--- config.mk ---
export PLATFORM = sky130hd
export DESIGN_NAME = ext_bus_arbiter_flat
export DESIGN_NICKNAME = d
export VERILOG_FILES = /design/src/rtl/ext_bus_arbiter_if.sv /design/src/rtl/ext_bus_arbiter.sv /design/src/flat_wrapper.sv
export SDC_FILE = /design/constraint.sdc
export NUM_CORES = 1
export LEC_CHECK = 0
export BUFFER_PORTS_ARGS = -buffer_cell sky130_fd_sc_hd__buf_4
export CORE_UTILIZATION = 50
export CTS_BUF_LIST = sky130_fd_sc_hd__clkbuf_8 sky130_fd_sc_hd__clkbuf_16
export CTS_CLUSTER_DIAMETER = 30
export DETAILED_ROUTE_END_ITERATION = 10
export HOLD_SLACK_MARGIN = 0.05
export PLACE_DENSITY = 0.84
export SETUP_SLACK_MARGIN = 0.1
export SYNTH_ARGS = -nofsm -noshare
export SYNTH_HDL_FRONTEND = slang
export SYNTH_SLANG_ARGS = --single-unit
--- constraint.sdc ---
create_clock -name clk -period 2.95 [get_ports clk]
set_clock_uncertainty 0.15 [all_clocks]
set_input_delay 0.7375 -clock clk [delete_from_list [all_inputs] [get_ports clk]]
set_output_delay 0.7375 -clock clk [all_outputs]
set_load 0.005 [all_outputs]
--- src/rtl/ext_bus_arbiter_if.sv ---
// ext_bus_arbiter_if: master request/response and external bus signals of the arbiter
interface ext_bus_arbiter_if;
  logic        m0_req;
  logic        m0_we;
  logic [11:0] m0_addr;
  logic [3:0]  m0_wdata;
  logic [3:0]  m0_rdata;
  logic        m0_ack;
  logic        m1_req;
  logic        m1_we;
  logic [11:0] m1_addr;
  logic [3:0]  m1_wdata;
  logic [3:0]  m1_rdata;
  logic        m1_ack;
  logic [11:0] bus_addr;
  logic [3:0]  bus_data_out;
  logic [3:0]  bus_data_in;
  logic        bus_rw;
  logic [1:0]  owner;
  logic        busy;
  modport slave (
    input  m0_req, m0_we, m0_addr, m0_wdata, m1_req, m1_we, m1_addr, m1_wdata, bus_data_in,
    output m0_rdata, m0_ack, m1_rdata, m1_ack, bus_addr, bus_data_out, bus_rw, owner, busy
  );
  modport master (
    output m0_req, m0_we, m0_addr, m0_wdata, m1_req, m1_we, m1_addr, m1_wdata, bus_data_in,
    input  m0_rdata, m0_ack, m1_rdata, m1_ack, bus_addr, bus_data_out, bus_rw, owner, busy
  );
endinterface

--- src/rtl/ext_bus_arbiter.sv ---
// ext_bus_arbiter: round-robin sharing of the external nibble bus with setup/hold/ack sequencing
module ext_bus_arbiter #(
  parameter int WAIT_STATES = 1
) (
  input logic clk,
  input logic rst,
  ext_bus_arbiter_if.slave bus
);
  localparam logic [3:0] WS = 4'(WAIT_STATES);
  typedef enum logic [1:0] {IDLE, SETUP, HOLD, ACK} state_t;
  state_t      state_q, state_d;
  logic [11:0] addr_q, addr_d;
  logic [3:0]  wdata_q, wdata_d;
  logic [3:0]  cnt_q, cnt_d;
  logic [3:0]  r0_q, r0_d;
  logic [3:0]  r1_q, r1_d;
  logic        rw_q, rw_d;
  logic        last_q, last_d;
  logic [1:0]  owner_q, owner_d;
  logic        gnt0, gnt1, sample;
  // state and bus register bank; last_grant resets to master 1 so master 0 wins first contention
  always_ff @(posedge clk) begin
    if (rst) begin
      state_q <= IDLE;
      addr_q  <= '0;
      wdata_q <= '0;
      cnt_q   <= '0;
      r0_q    <= '0;
      r1_q    <= '0;
      rw_q    <= 1'b0;
      last_q  <= 1'b1;
      owner_q <= '0;
    end else begin
      state_q <= state_d;
      addr_q  <= addr_d;
      wdata_q <= wdata_d;
      cnt_q   <= cnt_d;
      r0_q    <= r0_d;
      r1_q    <= r1_d;
      rw_q    <= rw_d;
      last_q  <= last_d;
      owner_q <= owner_d;
    end
  end
  // arbitration, transfer sequencing and read-data capture on the cycle before ACK
  always_comb begin
    gnt1    = bus.m1_req & (~bus.m0_req | ~last_q);
    gnt0    = bus.m0_req & ~gnt1;
    sample  = (state_q == HOLD && cnt_q == 4'd1) || (state_q == SETUP && WS == 4'd0);
    state_d = state_q;
    addr_d  = addr_q;
    wdata_d = wdata_q;
    cnt_d   = cnt_q;
    rw_d    = rw_q;
    last_d  = last_q;
    owner_d = owner_q;
    r0_d    = (sample && owner_q[0]) ? bus.bus_data_in : r0_q;
    r1_d    = (sample && owner_q[1]) ? bus.bus_data_in : r1_q;
    case (state_q)
      IDLE: begin
        if (gnt0 | gnt1) begin
          state_d = SETUP;
          addr_d  = gnt1 ? bus.m1_addr : bus.m0_addr;
          rw_d    = gnt1 ? bus.m1_we : bus.m0_we;
          wdata_d = rw_d ? (gnt1 ? bus.m1_wdata : bus.m0_wdata) : 4'd0;
          owner_d = {gnt1, gnt0};
          last_d  = gnt1;
        end
      end
      SETUP: begin
        cnt_d   = WS;
        state_d = (WS == 4'd0) ? ACK : HOLD;
        rw_d    = (WS == 4'd0) ? 1'b0 : rw_q;
      end
      HOLD: begin
        cnt_d   = cnt_q - 4'd1;
        state_d = (cnt_q == 4'd1) ? ACK : HOLD;
        rw_d    = (cnt_q == 4'd1) ? 1'b0 : rw_q;
      end
      ACK: begin
        state_d = IDLE;
        owner_d = 2'b00;
      end
    endcase
  end
  assign bus.bus_addr     = addr_q;
  assign bus.bus_data_out = wdata_q;
  assign bus.bus_rw       = rw_q;
  assign bus.owner        = owner_q;
  assign bus.busy         = state_q != IDLE;
  assign bus.m0_ack       = (state_q == ACK) && owner_q[0];
  assign bus.m1_ack       = (state_q == ACK) && owner_q[1];
  assign bus.m0_rdata     = r0_q;
  assign bus.m1_rdata     = r1_q;
endmodule

--- src/flat_wrapper.sv ---
// flat-port wrapper written by rule: the top's interface ports become plain ports
module ext_bus_arbiter_flat 
#(
  parameter int WAIT_STATES = 1
)
  (clk, rst, bus_m0_req, bus_m0_we, bus_m0_addr, bus_m0_wdata, bus_m1_req, bus_m1_we, bus_m1_addr, bus_m1_wdata, bus_bus_data_in, bus_m0_rdata, bus_m0_ack, bus_m1_rdata, bus_m1_ack, bus_bus_addr, bus_bus_data_out, bus_bus_rw, bus_owner, bus_busy);
  ext_bus_arbiter_if bus_i ();
  input logic clk;
  input logic rst;
  input wire logic [$bits(bus_i.m0_req)-1:0] bus_m0_req;
  input wire logic [$bits(bus_i.m0_we)-1:0] bus_m0_we;
  input wire logic [$bits(bus_i.m0_addr)-1:0] bus_m0_addr;
  input wire logic [$bits(bus_i.m0_wdata)-1:0] bus_m0_wdata;
  input wire logic [$bits(bus_i.m1_req)-1:0] bus_m1_req;
  input wire logic [$bits(bus_i.m1_we)-1:0] bus_m1_we;
  input wire logic [$bits(bus_i.m1_addr)-1:0] bus_m1_addr;
  input wire logic [$bits(bus_i.m1_wdata)-1:0] bus_m1_wdata;
  input wire logic [$bits(bus_i.bus_data_in)-1:0] bus_bus_data_in;
  output wire logic [$bits(bus_i.m0_rdata)-1:0] bus_m0_rdata;
  output wire logic [$bits(bus_i.m0_ack)-1:0] bus_m0_ack;
  output wire logic [$bits(bus_i.m1_rdata)-1:0] bus_m1_rdata;
  output wire logic [$bits(bus_i.m1_ack)-1:0] bus_m1_ack;
  output wire logic [$bits(bus_i.bus_addr)-1:0] bus_bus_addr;
  output wire logic [$bits(bus_i.bus_data_out)-1:0] bus_bus_data_out;
  output wire logic [$bits(bus_i.bus_rw)-1:0] bus_bus_rw;
  output wire logic [$bits(bus_i.owner)-1:0] bus_owner;
  output wire logic [$bits(bus_i.busy)-1:0] bus_busy;
  assign bus_i.m0_req = bus_m0_req;
  assign bus_i.m0_we = bus_m0_we;
  assign bus_i.m0_addr = bus_m0_addr;
  assign bus_i.m0_wdata = bus_m0_wdata;
  assign bus_i.m1_req = bus_m1_req;
  assign bus_i.m1_we = bus_m1_we;
  assign bus_i.m1_addr = bus_m1_addr;
  assign bus_i.m1_wdata = bus_m1_wdata;
  assign bus_i.bus_data_in = bus_bus_data_in;
  assign bus_m0_rdata = bus_i.m0_rdata;
  assign bus_m0_ack = bus_i.m0_ack;
  assign bus_m1_rdata = bus_i.m1_rdata;
  assign bus_m1_ack = bus_i.m1_ack;
  assign bus_bus_addr = bus_i.bus_addr;
  assign bus_bus_data_out = bus_i.bus_data_out;
  assign bus_bus_rw = bus_i.bus_rw;
  assign bus_owner = bus_i.owner;
  assign bus_busy = bus_i.busy;
  ext_bus_arbiter #(.WAIT_STATES(WAIT_STATES)) u_core (.clk(clk), .rst(rst), .bus(bus_i));
endmodule
==> results of run 1 <==
==> flip-flops by register name, summed over array words and instances (netlist names), 2 cells and up <==
signal	count
u_core.bus.bus_addr	12
u_core.bus.bus_data_out	4
u_core.bus.m0_rdata	4
u_core.bus.m1_rdata	4
u_core.bus.owner	2
u_core.cnt_q	4
u_core.state_q	2
==> stage by stage <==
| step | instance area [µm²] | std cells | total power [mW] | util, % | setup WS, ps |
|---|---|---|---|---|---|
| finish | 2270 | 294 | 1.60 | 73.7 | 789 |
| CTS | 2270 | 294 | 1.61 | 73.7 | 797 |
| floorplan | 1640 | 180 | 1.02 | - | 1240 |
| detailed placement | 2180 | 286 | 1.26 | 70.7 | 903 |
| global placement | 2180 | 286 | 1.24 | 70.7 | 941 |
| global route | 2270 | 294 | 1.71 | 73.7 | 699 |
==> how the worst min path moves through the flow <==
stage | start | to | depth (start not counted)
after floorplan | u_core.cnt_q[3]$_SDFFE_PP0P_ | u_core.cnt_q[3]$_SDFFE_PP0P_ | 2
after global placement | u_core.bus.m1_rdata[1]$_SDFFE_PP0P_ | u_core.bus.m1_rdata[1]$_SDFFE_PP0P_ | 2
after detailed placement | u_core.bus.m0_rdata[1]$_SDFFE_PP0P_ | u_core.bus.m0_rdata[1]$_SDFFE_PP0P_ | 2
after CTS | u_core.bus.m0_rdata[0]$_SDFFE_PP0P_ | u_core.bus.m0_rdata[0]$_SDFFE_PP0P_ | 2
after global routing | u_core.bus.m0_rdata[1]$_SDFFE_PP0P_ | u_core.bus.m0_rdata[1]$_SDFFE_PP0P_ | 2
final | u_core.bus.m0_rdata[1]$_SDFFE_PP0P_ | u_core.bus.m0_rdata[1]$_SDFFE_PP0P_ | 2
==> final cells by class <==
cell class | instances | area, µm²
Tap cell | 44 | 55.1
Clock buffer | 6 | 82.6
Clock inverter | 2 | 8.76
Inverter | 9 | 33.8
Multi-Input combinational cell | 124 | 845
Fill cell | 252 | 810
Sequential cell | 34 | 681
Timing Repair Buffer | 75 | 563
==> power by group through the flow <==
stage                     clock (mW)  sequential [mW]  combinational, mW
after global routing           0.366            0.647              0.699
after global placement             0            0.638              0.600
after floorplan                    0            0.634              0.387
final                          0.345            0.634              0.622
after CTS                      0.349            0.633              0.625
after detailed placement           0            0.642              0.618
==> worst max-delay path, stage by stage, from the launching register on <==
cell and delay [ps]:
dfxtp_1 320, inv_1 120, ha_1 330, inv_1 80, buf_4 140
==> layout by cell type, fill, tap and decap left out, types with 2 or more instances in the layout <==
master    synthesis  layout
o21ai_0          13      13
a21oi_1          14      14
nor2_1           16      16
nand2b_1          6       6
ha_1              6       6
dfxtp_1          34      34
mux2i_1          18      18
and2_1            2       2
o32ai_1           5       5
nand2_1           3       3
a211oi_1         13      13
nand3_1          10      10
or3_1             2       2
clkbuf_8          0       6
buf_4             0      75
inv_1             9      10
nor2b_1           3       3
==> kinds of logic (layout without fill, tap and decap cells) <==
group / Yosys count / count (layout)
simple gates: 49 / 49
mux: 18 / 18
flops: 34 / 34
fa+ha+maj: 6 / 6
buf+inv: 22 / 92
compound gates: 51 / 51
==> layer usage <==
metal	global-route usage, %	wire, µm	share of wire, %
met1	26.0	1600	42
met2	39.6	1940	51
met3	5.46	200	5.3
met4	11.9	66	1.7
met5	0	0	0
==> impl_metrics.json, run 1 <==
{
  "status": "complete, no violations",
  "syn_to_final_growth_pct": 38.5,
  "viasPerCell": 5.32,
  "min_period_ps": 2160,
  "crit_arrival_ps": 1270,
  "tritoncts": "built",
  "gp_congestion": 0.737,
  "ys.flop_type": "dfxtp_1",
  "dr.pass1.iters": 4,
  "synth_edf_count": 0,
  "ys_types": 32,
  "p_leak_nw": 0.986,
  "grt_first_pass_wirelength_mm": 6.01,
  "ir_drop_v": 0.000386,
  "worstRegToRegCells": 6,
  "final_max_slew_viol_count": 0,
  "drt_wl_total_mm": 3.81,
  "vias": 1563,
  "cp-end-kind": "output pin",
  "syn_nets": 228,
  "seq_area_frac_synth_pct": 41.6,
  "crit_required_ps": 2060,
  "hold_path_class": "reg2reg",
  "synth-warning-count": 0,
  "grt_overflow": 0,
  "die-area_um2": 3510,
  "start_util_pct": 53.2,
  "postRouteAntennaNets": 0,
  "finalHoldViolCount": 0,
  "synthMuxAreaShare_pct": 11.0,
  "clkPwrFrac_pct": 21.6,
  "crit_type": "reg2out",
  "cp_max_fo": 9,
  "drcViolationCount": 0,
  "cts_buffer_depth": 2,
  "fp.dieW_um": 59.2,
  "synth_compound_area_share_pct": 19.9,
  "numPortBuffers": 71,
  "critPathLaunchType": "flop",
  "insertedDiodeCount": 0,
  "synth_top_family_by_area": "compound AO/OA/AOI/OAI gates",
  "rrSetupSlack_ps": 940,
  "synth_seq_cells": 34,
  "p_seq_share_pct": 39.6,
  "cts_hold_buf": 0,
  "synth_most_common_cell": "dfxtp_1",
  "grt_pass1_vias": 1456,
  "grt_max_degree": 37,
  "synthSimpleGateAreaFrac_pct": 16.1,
  "grt_usage_pct": 22.9,
  "drtIter0Drc": 83,
  "synthCells": 180,
  "syn_area_per_cell_um2": 9.10,
  "setup_tns_ps": 0,
  "post_cts_buffers": 0,
  "synth_xor_area_share_pct": 0,
  "p_sw_mw": 0.549,
  "synth_area_um2": 1640,
  "yosysTopAreaCellShare_pct": 41.6,
  "antenna_found_initial": 0,
  "die_y_um": 59.2,
  "rr_startpoint": "u_core.state_q[0]$_SDFFE_PP0P_",
  "clk_latency_ps": 280,
  "cts-htree-levels": 2,
  "clkTransAtPathRegs_ps": 70,
  "place_hpwl_mm": 2.82,
  "synth-async-reset-ratio_pct": 0,
  "crit_path_end": "bus_busy",
  "combPwrFrac_pct": 38.8,
  "cts-buffers-inserted": 5,
  "critPathLaunch": "u_core.state_q[0]$_SDFFE_PP0P_",
  "setup_viol": 0,
  "final_nets": 297,
  "intPower_mw": 1.05,
  "r2r_end": "u_core.bus.bus_addr[9]$_SDFFE_PP0P_",
  "root_buffer": "clkbuf_8",
  "hold_ws_ps": 324,
  "synthAdderAreaFrac_pct": 4.58,
  "finalCritPeriodShare_pct": 73.3,
  "drive_gt1_share_pct": 34.0,
  "synth.top_cells.by_count": "dfxtp_1 (34), mux2i_1 (18), nor2_1 (16), a21oi_1 (14)",
  "synth.largest_area_cell": "dfxtp_1",
  "swShare_pct": 34.3,
  "wl_per_cell_um": 12.9,
  "maxSlewHeadroom_pct": 69.9,
  "std_cell_rows": 20,
  "ios": 72,
  "ctsResizeCount": 0,
  "clock.fmax_mhz": 463,
  "tightest_slew_ps": 451,
  "core_um2": 3080,
  "power.density_nw_per_um2": 705,
  "synthTopCellsByArea": "dfxtp_1 (42%), mux2i_1 (11%), a211oi_1 (6.0%), ha_1 (4.6%), a21oi_1 (4.3%)",
  "rsz0062_at_grt": "false",
  "clock_sink_count": 34,
  "drv_cap": 0
}
(Power assumes the default switching activity.)
==> run 2, diff against run 1 <==
--- a/config.mk
+++ b/config.mk
@@ -6,12 +6,12 @@
 export NUM_CORES = 1
 export LEC_CHECK = 0
 export BUFFER_PORTS_ARGS = -buffer_cell sky130_fd_sc_hd__buf_4
-export CORE_UTILIZATION = 50
+export CORE_UTILIZATION = 47
 export CTS_BUF_LIST = sky130_fd_sc_hd__clkbuf_8 sky130_fd_sc_hd__clkbuf_16
 export CTS_CLUSTER_DIAMETER = 30
 export DETAILED_ROUTE_END_ITERATION = 10
 export HOLD_SLACK_MARGIN = 0.05
-export PLACE_DENSITY = 0.84
+export PLACE_DENSITY = 0.79
 export SETUP_SLACK_MARGIN = 0.1
 export SYNTH_ARGS = -nofsm -noshare
 export SYNTH_HDL_FRONTEND = slang
==> constraint.sdc (replaced) <==
create_clock -name clk -period 2.1 [get_ports clk]
set_clock_uncertainty 0.15 [all_clocks]
set_input_delay 0.525 -clock clk [delete_from_list [all_inputs] [get_ports clk]]
set_output_delay 0.525 -clock clk [all_outputs]
set_load 0.005 [all_outputs]
==> impl_metrics.json, run 2 (synthesis gave the netlist of run 1 again) <==
{
  "fin_cells": 294,
  "post_cts_buffers": 0,
  "cp-end-kind": "output pin",
  "p_leak_nw": 0.975,
  "drtIter0Drc": 47,
  "final_nets": 297,
  "cts-htree-levels": 2,
  "drive_gt1_share_pct": 34.3,
  "setup_tns_ps": 0,
  "clkTransAtPathRegs_ps": 60,
  "clock.fmax_mhz": 537,
  "drcViolationCount": 0,
  "cp_max_fo": 9,
  "ctsResizeCount": 0,
  "grt_max_degree": 37,
  "status": "complete, no violations",
  "rsz0062_at_grt": "false",
  "drt_wl_total_mm": 3.53,
  "cpMostUsedCell": "inv_1",
  "die_y_um": 61.0,
  "dp_cells": 288,
  "cts-buffers-inserted": 5,
  "intPower_mw": 1.48,
  "postRouteAntennaNets": 0,
  "crit_type": "reg2out",
  "syn_to_final_growth_pct": 38.3,
  "viasPerCell": 5.11,
  "maxSlewHeadroom_pct": 73.0,
  "drv_cap": 0,
  "numPortBuffers": 71,
  "finalCritPeriodShare_pct": 88.6,
  "start_util_pct": 49.1,
  "place_hpwl_mm": 2.64,
  "combPwrFrac_pct": 39.4,
  "std_cell_rows": 21,
  "core_um2": 3340,
  "ir_drop_v": 0.000478,
  "min_period_ps": 1860,
  "root_buffer": "clkbuf_8",
  "finalHoldViolCount": 0,
  "power.density_nw_per_um2": 974,
  "tightest_slew_ps": 404,
  "grt_usage_pct": 20.1,
  "clkPwrFrac_pct": 20.7,
  "wl_per_cell_um": 12.0,
  "critPathLaunchType": "flop",
  "ios": 72,
  "setup_viol": 0,
  "tritoncts": "built",
  "grt_pass1_vias": 1288,
  "fillers": 288,
  "vias": 1502,
  "final_max_slew_viol_count": 0,
  "cts_hold_buf": 0,
  "p_seq_share_pct": 40.0,
  "dr.pass1.iters": 6,
  "crit_slowest_cell": "dfxtp_1",
  "largest_register_ff_count": 12,
  "swShare_pct": 33.1,
  "grt_first_pass_wirelength_mm": 5.49,
  "crit_required_ps": 1420,
  "fp.dieW_um": 61.0,
  "crit_arrival_ps": 1190,
  "p_sw_mw": 0.730,
  "grt_overflow": 0,
  "hold_path_class": "reg2reg",
  "clock_sink_count": 34,
  "die-area_um2": 3720,
  "crit_chain": "inv_1, ha_2, inv_1, buf_4",
  "clk_latency_ps": 270,
  "layout_common_cells": "buf_4 (75), dfxtp_1 (34), mux2i_1 (18)",
  "cts_buffer_depth": 2,
  "insertedDiodeCount": 0,
  "total_power_mw": 2.21,
  "max_stage_delay_ps": 310,
  "antenna_found_initial": 0,
  "final_common_cell": "buf_4",
  "gp_congestion": 0.695
}
-- run 2: changes by cell type in the layout (fill, tap and decap cells not counted), sizes merged --
cell / delta
inv: -1
clkinv: -1
-- run 2: metrics by stage --
step / worst slack, ps / area [µm²] / hold WS, ps / util [%]
5_1_grt: 126 / 2260 / 352 / 67.9
4_1_cts: 160 / 2260 / 327 / 67.8
2_1_floorplan: 540 / 1640 / 316 / -
3_5_place_dp: 332 / 2180 / 319 / 65.3
6_report: 239 / 2260 / 324 / 67.9
3_3_place_gp: 357 / 2180 / 311 / 65.3
-- run 2: path summary, 6_finish.rpt --
path / from / to / slack [ps] / depth (start not counted)
setup / recovery: u_core.state_q[0]$_SDFFE_PP0P_ / bus_busy / 240 / 4
setup reg to reg: u_core.state_q[0]$_SDFFE_PP0P_ / u_core.bus.m0_rdata[1]$_SDFFE_PP0P_ / 310 / 5
hold reg to reg: u_core.bus.m1_rdata[0]$_SDFFE_PP0P_ / u_core.bus.m1_rdata[0]$_SDFFE_PP0P_ / 320 / 2
hold / removal: u_core.bus.m1_rdata[0]$_SDFFE_PP0P_ / u_core.bus.m1_rdata[0]$_SDFFE_PP0P_ / 320 / 2
-- run 2: routing by layer --
layer	share of wire, %	track usage (%)
met1	44	23.7
met2	48	34.2
met3	5.7	6.09
met4	1.5	7.79
met5	0	0
-- run 2: final cells by class --
type / instances / area, µm² / area share (%)
clock buffer: 6 / 82.6 / 3.65
inverter: 9 / 33.8 / 1.49
multi-input combinational: 124 / 847 / 37.4
sequential: 34 / 681 / 30.1
tap: 46 / 57.6 / 2.54
timing repair buffer: 75 / 563 / 24.9
-- run 2: power by group through the flow --
stage | sequential (mW) | combinational [mW] | clock [mW]
after floorplan | 0.890 | 0.543 | 0
after global placement | 0.892 | 0.845 | 0
after detailed placement | 0.895 | 0.870 | 0
after CTS | 0.882 | 0.872 | 0.468
after global routing | 0.902 | 0.992 | 0.494
final | 0.882 | 0.869 | 0.456
-- run 2: worst max-delay path: cells and delay by family, from the launching register on --
kind / cells / cell delay [ps]
DFF: 1 / 310
buffers and inverters: 3 / 320
adders and majority gates: 1 / 280
